$ cat src/rtl/rf_pkg.sv
// Shared types and constants for the register-file write-back path.
package rf_pkg;
    localparam int unsigned PW   = 3;
    localparam int unsigned DW   = 8;
    localparam int unsigned NREG = 2 ** PW;

    typedef logic [PW-1:0] reg_addr_t;
    typedef logic [DW-1:0] data_t;

    typedef enum logic {
        GNT_ALU = 1'b0,
        GNT_MEM = 1'b1
    } gnt_t;
endpackage

$ cat src/rtl/rf_wb_arbiter_if.sv
// Write-back request bundle from the ALU and load producers to the arbiter.
interface rf_wb_arbiter_if
    import rf_pkg::*;
#(
    parameter int unsigned pw = PW,
    parameter int unsigned dw = DW
);
    logic          a_valid;
    logic          a_ready;
    logic [pw-1:0] a_addr;
    logic [dw-1:0] a_data;
    logic          m_valid;
    logic          m_ready;
    logic [pw-1:0] m_addr;
    logic [dw-1:0] m_data;

    modport master (
        output a_valid, a_addr, a_data, m_valid, m_addr, m_data,
        input  a_ready, m_ready
    );

    modport slave (
        input  a_valid, a_addr, a_data, m_valid, m_addr, m_data,
        output a_ready, m_ready
    );
endinterface

$ cat src/rtl/rf_scoreboard.sv
// Pending-write bitmap: set on issue, cleared on commit, with WAW stall and RAW hazard lookup.
module rf_scoreboard
    import rf_pkg::*;
#(
    parameter int unsigned pw = PW
) (
    input  logic               clk,
    input  logic               rst_n,
    input  logic               iss_valid,
    input  logic [pw-1:0]      iss_addr,
    input  logic               wr_en,
    input  logic [pw-1:0]      wr_addr,
    input  logic [pw-1:0]      chk_addrA,
    input  logic [pw-1:0]      chk_addrB,
    output logic [2**pw-1:0]   busy,
    output logic               iss_stall,
    output logic               hazard
);
    logic [2**pw-1:0] busy_q;
    logic [2**pw-1:0] busy_d;

    always_comb begin
        iss_stall = rst_n && iss_valid && busy_q[iss_addr] &&
                    !(wr_en && (wr_addr == iss_addr));
        hazard    = rst_n && (busy_q[chk_addrA] || busy_q[chk_addrB]);
        busy_d    = busy_q;
        // Clear first so a same-cycle issue to the committing register keeps it busy.
        if (wr_en)
            busy_d[wr_addr] = 1'b0;
        if (iss_valid && !iss_stall)
            busy_d[iss_addr] = 1'b1;
    end

    always_ff @(posedge clk or negedge rst_n) begin
        if (!rst_n)
            busy_q <= '0;
        else
            busy_q <= busy_d;
    end

    assign busy = busy_q;
endmodule

$ cat src/rtl/rf_wb_arbiter.sv
// Round-robin write-back arbiter driving the register file write port through a one-cycle output stage.
module rf_wb_arbiter
    import rf_pkg::*;
#(
    parameter int unsigned pw = PW,
    parameter int unsigned dw = DW
) (
    input  logic               clk,
    input  logic               rst_n,
    input  logic               hold,
    rf_wb_arbiter_if.slave     wb,
    input  logic               iss_valid,
    input  logic [pw-1:0]      iss_addr,
    output logic               iss_stall,
    input  logic [pw-1:0]      chk_addrA,
    input  logic [pw-1:0]      chk_addrB,
    output logic               hazard,
    output logic               wr_en,
    output logic [pw-1:0]      wr_addr,
    output logic [dw-1:0]      dat_in,
    output logic [2**pw-1:0]   busy,
    output logic [15:0]        wb_count
);
    gnt_t ptr;
    gnt_t ptr_next;
    logic a_gnt;
    logic m_gnt;

    // ptr names the requester that wins when both are valid.
    always_comb begin
        a_gnt    = 1'b0;
        m_gnt    = 1'b0;
        ptr_next = ptr;
        if (rst_n && !hold) begin
            if (wb.a_valid && (!wb.m_valid || ptr == GNT_ALU))
                a_gnt = 1'b1;
            else if (wb.m_valid)
                m_gnt = 1'b1;
        end
        if (a_gnt)
            ptr_next = GNT_MEM;
        else if (m_gnt)
            ptr_next = GNT_ALU;
    end

    always_ff @(posedge clk or negedge rst_n) begin
        if (!rst_n)
            ptr <= GNT_ALU;
        else
            ptr <= ptr_next;
    end

    assign wb.a_ready = a_gnt;
    assign wb.m_ready = m_gnt;

    always_ff @(posedge clk or negedge rst_n) begin
        if (!rst_n) begin
            wr_en    <= 1'b0;
            wr_addr  <= '0;
            dat_in   <= '0;
            wb_count <= '0;
        end else begin
            wr_en <= a_gnt || m_gnt;
            if (a_gnt) begin
                wr_addr <= wb.a_addr;
                dat_in  <= wb.a_data;
            end else if (m_gnt) begin
                wr_addr <= wb.m_addr;
                dat_in  <= wb.m_data;
            end
            if (wr_en)
                wb_count <= wb_count + 16'd1;
        end
    end

    rf_scoreboard #(.pw(pw)) u_scoreboard (
        .clk       (clk),
        .rst_n     (rst_n),
        .iss_valid (iss_valid),
        .iss_addr  (iss_addr),
        .wr_en     (wr_en),
        .wr_addr   (wr_addr),
        .chk_addrA (chk_addrA),
        .chk_addrB (chk_addrB),
        .busy      (busy),
        .iss_stall (iss_stall),
        .hazard    (hazard)
    );
endmodule

$ cat src/flat_wrapper.sv
// flat-port wrapper written by rule: the top's interface ports become plain ports
module rf_wb_arbiter_flat import rf_pkg::*;
#(
    parameter int unsigned pw = PW,
    parameter int unsigned dw = DW
)
  (clk, rst_n, hold, iss_valid, iss_addr, iss_stall, chk_addrA, chk_addrB, hazard, wr_en, wr_addr, dat_in, busy, wb_count, wb_a_valid, wb_a_addr, wb_a_data, wb_m_valid, wb_m_addr, wb_m_data, wb_a_ready, wb_m_ready);
  rf_wb_arbiter_if #(.pw(pw), .dw(dw)) wb_i ();
  input  logic clk;
  input  logic rst_n;
  input  logic hold;
  input  logic iss_valid;
  input  logic [pw-1:0] iss_addr;
  output logic iss_stall;
  input  logic [pw-1:0] chk_addrA;
  input  logic [pw-1:0] chk_addrB;
  output logic hazard;
  output logic wr_en;
  output logic [pw-1:0] wr_addr;
  output logic [dw-1:0] dat_in;
  output logic [2**pw-1:0] busy;
  output logic [15:0] wb_count;
  input wire logic [$bits(wb_i.a_valid)-1:0] wb_a_valid;
  input wire logic [$bits(wb_i.a_addr)-1:0] wb_a_addr;
  input wire logic [$bits(wb_i.a_data)-1:0] wb_a_data;
  input wire logic [$bits(wb_i.m_valid)-1:0] wb_m_valid;
  input wire logic [$bits(wb_i.m_addr)-1:0] wb_m_addr;
  input wire logic [$bits(wb_i.m_data)-1:0] wb_m_data;
  output wire logic [$bits(wb_i.a_ready)-1:0] wb_a_ready;
  output wire logic [$bits(wb_i.m_ready)-1:0] wb_m_ready;
  assign wb_i.a_valid = wb_a_valid;
  assign wb_i.a_addr = wb_a_addr;
  assign wb_i.a_data = wb_a_data;
  assign wb_i.m_valid = wb_m_valid;
  assign wb_i.m_addr = wb_m_addr;
  assign wb_i.m_data = wb_m_data;
  assign wb_a_ready = wb_i.a_ready;
  assign wb_m_ready = wb_i.m_ready;
  rf_wb_arbiter #(.pw(pw), .dw(dw)) u_core (.clk(clk), .rst_n(rst_n), .hold(hold), .wb(wb_i), .iss_valid(iss_valid), .iss_addr(iss_addr), .iss_stall(iss_stall), .chk_addrA(chk_addrA), .chk_addrB(chk_addrB), .hazard(hazard), .wr_en(wr_en), .wr_addr(wr_addr), .dat_in(dat_in), .busy(busy), .wb_count(wb_count));
endmodule
$ cat config.mk
export PLATFORM = sky130hd
export DESIGN_NAME = rf_wb_arbiter_flat
export DESIGN_NICKNAME = d
export VERILOG_FILES = /design/src/rtl/rf_pkg.sv /design/src/rtl/rf_wb_arbiter_if.sv /design/src/rtl/rf_scoreboard.sv /design/src/rtl/rf_wb_arbiter.sv /design/src/flat_wrapper.sv
export SDC_FILE = /design/constraint.sdc
export NUM_CORES = 1
export LEC_CHECK = 0
export ABC_AREA = 0
export ABC_CLOCK_PERIOD_IN_PS = 3200
export BUFFER_PORTS_ARGS = -buffer_cell sky130_fd_sc_hd__buf_2
export CAP_MARGIN = 10
export CORE_MARGIN = 4
export CORE_UTILIZATION = 40
export CTS_BUF_LIST = sky130_fd_sc_hd__clkbuf_2 sky130_fd_sc_hd__clkbuf_4 sky130_fd_sc_hd__clkbuf_8
export CTS_CLUSTER_DIAMETER = 150
export DETAILED_ROUTE_END_ITERATION = 10
export GPL_TIMING_DRIVEN = 0
export PLACE_DENSITY = 0.69
export SYNTH_ARGS = -nofsm -noshare
export SYNTH_HDL_FRONTEND = slang
export SYNTH_SLANG_ARGS = --single-unit
$ cat constraint.sdc
create_clock -name clk -period 3.2 [get_ports clk]
set_input_delay 0.64 -clock clk [delete_from_list [all_inputs] [get_ports clk]]
set_output_delay 0.64 -clock clk [all_outputs]
set_load 0.01 [all_outputs]
### Word-level counts from Yosys, hierarchy flattened

Cells that the tools add are included.
W data, S select, Z words.

| storage, ports and cells | value |
|---|---|
| bits in registers | 37 |
| latch bits | 0 |
| RAM bits | 0 |
| memory bits (read-only) | 0 |
| output and inout bits | 40 |
| word-level logic and storage cells | 59 |
| memories | 0 |

| operators by class | value |
|---|---|
| add/subtract/negate cells | 1 |
| multiply operators | 0 |
| div/mod/pow operators | 0 |
| $lt $le $gt $ge | 6 |
| equality and inequality tests | 1 |
| shift operators | 0 |
| multiplexer cells | 23 |
| bitwise gates (word level) | 4 |
| reductions and logical operators | 18 |

Operator list:

| kind | count |
|---|---|
| $mux W8 | 4 |
| $add A16 B1 Y16 const B | 1 |
| $lt A3 B4 Y1 const B | 4 |
| $mux W1 | 12 |
| $logic_and A1 B1 Y1 | 10 |
| $bmux W1 S3 | 3 |
| $and A8 B8 Y8 | 1 |
| $not A8 Y8 | 1 |
| $or A8 B8 Y8 | 1 |
| $demux W1 S3 | 2 |
| $ge A3 B1 Y1 const B | 2 |
| $mux W3 | 2 |
| $logic_not A1 Y1 | 4 |
| $eq A3 B3 Y1 | 1 |
| $logic_or A1 B1 Y1 | 3 |
| $reduce_bool A2 Y1 | 1 |
| $not A1 Y1 | 1 |

### Depth between registers and ports, before layout

| depth | value |
|---|---|
| word-level depth | 9 |
| gate-level depth with buffers | 6 |
| mapped depth without buffers | 5 |

### Modules after synthesis

From an unflattened synthesis, not the netlist that was laid out.

| unflattened totals | value |
|---|---|
| cell total of the unflattened synthesis | 175 |
| area total of the unflattened synthesis | 2,001.9 um2 |

By module, submodules not included:

| module | instances | cells an instance | area each (um2) | sequential area each (um2) |
|---|---|---|---|---|
| rf_wb_arbiter | 1 | 112 | 1,338.8 | 725.7 |
| rf_scoreboard | 1 | 63 | 663.1 | 200.2 |

### Worst setup path after synthesis

No wires, ideal clock.

| timing path | value |
|---|---|
| path kind | input port to output port |
| start | in iss_addr[0] |
| end | out iss_stall |
| arrival time | 1.507 ns |
| data required time | 2.560 ns |
| setup slack | 1.053 ns |
| stages | 4 |
| buffers on the path | 1 |
| path through | buf_2 mux4_2 mux2i_1 nor2_1 |

| between the ends | value |
|---|---|
| longest elaborated chain between the ends | 4 |
| elaborated cells between the ends (all ways) | 7 |
| those cells by class | eq/ne (1); mux (2); reduce/logical (4) |

Ends and longest elaborated chain:

| item | line | source |
|---|---|---|
| start, declared | flat_wrapper.sv:13 | `input logic [pw-1:0] iss_addr;` |
| $bmux W1 S3 / $eq A3 B3 Y1 (equally long branches) | rf_scoreboard.sv:23, rf_scoreboard.sv:24 |  |
| $mux W1 (implied by the code) / $logic_and A1 B1 Y1 (equally long branches) | rf_scoreboard.sv:23, rf_scoreboard.sv:24 |  |
| $logic_and A1 B1 Y1 / $logic_not A1 Y1 (equally long branches) | rf_scoreboard.sv:23, rf_scoreboard.sv:24 |  |
| $logic_and A1 B1 Y1 * | rf_scoreboard.sv:23 | `iss_stall = rst_n && iss_valid && busy_q[iss_addr] &&` |
| end, declared | flat_wrapper.sv:14 | `output logic iss_stall;` |

Every way passes the cells marked *; elsewhere a longest branch is shown, timed or not. The select of a mux whose other input is x is not followed.

### Worst setup path after layout

| timing path | value |
|---|---|
| start | in rst_n |
| end | out wb_m_ready |

| between the ends | value |
|---|---|
| longest elaborated chain between the ends | 2 |

Ends and longest elaborated chain:

| item | line | source |
|---|---|---|
| start, declared | flat_wrapper.sv:10 | `input logic rst_n;` |
| $logic_and A1 B1 Y1 | rf_wb_arbiter.sv:34 | `if (rst_n && !hold) begin` |
| $mux W1 | rf_wb_arbiter.sv:34 |  |
| end, declared | flat_wrapper.sv:30 | `output wire logic [$bits(wb_i.m_ready)-1:0] wb_m_ready;` |

No other way between the ends.

==> results.toml <==
[pwr]
combinationalPowerShare_pct = 30.1
switching_power_mw = 0.532
p_sw_share_pct = 33.5
p_seq_share_pct = 45.3
clkPwrFrac_pct = 24.7
p_int_mw = 1.06
power_leakage_nw = 1.21
ir_drop_uv = 269
pwr_density_cell_nw_per_um2 = 628

[die]
die_w_um = 78.3
die_h_um = 78.3
io_pins = 77
rows = 25
core_um2 = 4750
initial_core_util_pct = 41.6
die-area_um2 = 6130

[route]
vias = 1740
first_pass_iters = 4
drt-wirelength-per-cell_um = 14.0
via_per_inst = 5.15
drc = 0
drtIter0Drc = 117
wirelength_um = 4720
ant_nets = 0

[timing]
slew_viol_final = 0
finalCritPeriodShare_pct = 84.5
hold_slack_ns = 0.346
slew_headroom_pct = 65.6
worst_pin_slew_ns = 0.515
setup_tns_ns = 0
setup_viol = 0
fin_crit_ns = 2.70
rsz0062_at_grt = "false"
max_clock_freq_mhz = 370
final-hold-violation-count = 0
skew_ns = 0.00445

[worst_setup_path]
crit_family = "buffers and inverters"
critical_path_buf_inv_count = 4
cp-start-kind = "input pin"
criticalPathCategory = "in2out"
crit_path_frequent_cell = "buf_2"
cp.arrival_ns = 2.06
crit_fanout = 39
cp_slowest_cell = "clkbuf_4"
crit_required_ns = 2.56
cp-end-kind = "output port"
cp_cell_sequence = "clkbuf_4 > buf_2 > and3b_1 > nand2_1 > inv_1 > buf_2"
slowest_delay_ns = 0.45

[synth]
yosys.cell_count.top_type = "dfrtp_1"
yosysUniqueCellTypes = 38
synth_edf_count = 0
synthesis.nets = 230
yosys.area.top_type = "dfrtp_1"
syn_area_um2 = 1980
synthTopCellsByArea = "dfrtp_1 47%, mux4_2 6.8%, nand2_1 4.9%"
avgSynthCellArea_um2 = 10.3
yosys_most_used_dff = "dfrtp_1"
yosysWarnings = 0
synth_top_area_share_pct = 46.8
synth_cells = 192
seq_area_frac_synth_pct = 46.8
synthArstFlopShare_pct = 100
synth_commonest_cells = "37 x dfrtp_1, 26 x nand2_1, 25 x nor2_1"
yosys_register_bits = 37

[clock_tree]
h-tree-depth = 2
root_buffer = "clkbuf_8"
cts_tree = "yes"
cts_setup_buffers = 0
clockBufferDepth = 2
path_clk_slew_ns = 0.08
insertion_delay_ns = 0.28
cts_made_buffers = 5
cts_sinks = 37

[cells_and_area]
drive_above_1_share_pct = 35.8
final_util_pct = 53.2
final_nets = 309
area_growth_syn_to_layout_pct = 27.8
stdcell_count = 338
diodes = 0
fill_cells = 452

[global_route]
grt_start_max_net_pins = 40
grt_pass1_wl_um = 8160
grt-ovfl-total = 0
grt_antenna_before_repair = 0
first_global_vias = 1762
grt_usage_pct = 16.5

[placed_design]
dp_hpwl_um = 3510
gp_congestion = 0.836
port_buffers = 72
dp_cells = 331

[flow_run]
maxCapViolCount = 0

[worst_hold_path]
hold_class = "in2async"

[status]
status = "finished, final reports clean"
[power groups by stage]
| stage | logic, mW | clock network (mW) | registers, mW |
|---|---|---|---|
| finish | 0.477 | 0.391 | 0.719 |
| global route | 0.527 | 0.420 | 0.740 |
| CTS | 0.486 | 0.403 | 0.719 |
| detailed placement | 0.485 | 0 | 0.727 |
| global placement | 0.476 | 0 | 0.722 |
| floorplan | 0.252 | 0 | 0.743 |
[worst reg2reg max path: cells and delay by family, from the launching register on]
kind                       cells  cell delay (ns)
and+or+nand+nor                3             0.52
DFF                            1             0.46
adders and majority gates      1             0.22
xor gates and xnor gates       1             0.17
buffers and inverters          1             0.16
[layout make-up]
class / count / area (um2) / share of cell area (%)
buffer: 11 / 70.1 / 2.77
clock buffer: 5 / 68.8 / 2.72
clock inverter: 2 / 35.0 / 1.39
inverter: 5 / 23.8 / 0.941
multi-input combinational: 139 / 957 / 37.9
sequential: 37 / 926 / 36.6
tap: 67 / 83.8 / 3.32
timing repair buffer: 72 / 363 / 14.4
[per-stage QoR]
stage                     power (mW)  instance area [um2]  setup WS, ns
after floorplan                0.995                 1980          1.05
after global placement          1.20                 2420         0.199
after detailed placement        1.21                 2420         0.191
after CTS                       1.61                 2520         0.190
after global routing            1.69                 2530         0.265
final                           1.59                 2530         0.497
[repair_timing]
item / in CTS / in global routing
gates resized for setup: 0 / 1
setup endpoints to repair: 0 / 1
hold buffers: 0 / 0
endpoints found under the hold margin: 0 / 0
[routing by layer]
metal	GRT usage, %	share of wire (%)	vias up
met4	4.72	1.1	0
met2	26.8	45	70
met1	21.6	45	827
li1	-	-	838
met3	4.70	8.2	5
met5	0	0	-
[path summary, 6_finish.rpt]
path                       cells past startpoint                  end                 from  slack, ns
max in group asynchronous                      1     u_core.dat_in[2]                rst_n       2.49
setup / recovery                               6           wb_m_ready                rst_n       0.50
setup reg to reg                               6  u_core.wb_count[14]   u_core.wb_count[0]       1.60
hold / removal                                 1  u_core.wb_count[12]                rst_n       0.35
hold reg to reg                                1  u_core.wb_count[15]  u_core.wb_count[15]       0.47
min in group clk                               1  u_core.wb_count[15]  u_core.wb_count[15]       0.47
[sequential cells by signal, indices dropped and copies added (netlist names)]
name,flops
u_core.dat_in,8
u_core.ptr,1
u_core.u_scoreboard.busy,8
u_core.wb_count,16
u_core.wr_addr,3
u_core.wr_en,1
[layout by cell type, fill, tap and decap left out, types with 2 or more instances in the layout]
| cell type | instances |
|---|---|
| o31a_1 | 2 |
| nor3_1 | 3 |
| a31oi_1 | 5 |
| a32o_1 | 2 |
| or3_1 | 2 |
| clkbuf_1 | 3 |
| buf_2 | 75 |
| inv_1 | 4 |
| or2_1 | 2 |
| nand4_1 | 4 |
| a41o_1 | 3 |
| nor2_1 | 25 |
| nand3_1 | 11 |
| buf_6 | 3 |
| dfrtp_1 | 37 |
| o32ai_1 | 6 |
| nor2b_1 | 3 |
| clkbuf_8 | 5 |
| o21ai_0 | 5 |
| nand2_1 | 26 |
| xnor2_1 | 11 |
| xor2_1 | 7 |
| mux2i_1 | 3 |
| mux4_2 | 6 |
[logic make-up after synthesis]
logic type                 share of synthesized area, %
AOI/OAI and AO/OA                                  10.6
xor gates and xnor gates                           7.97
adders and majority gates                         0.633
buffers and inverters                              4.75
DFF                                                46.8
muxes                                              8.92
and+or+nand+nor                                    20.3
Note: power is estimated with default switching activity, not from simulation.
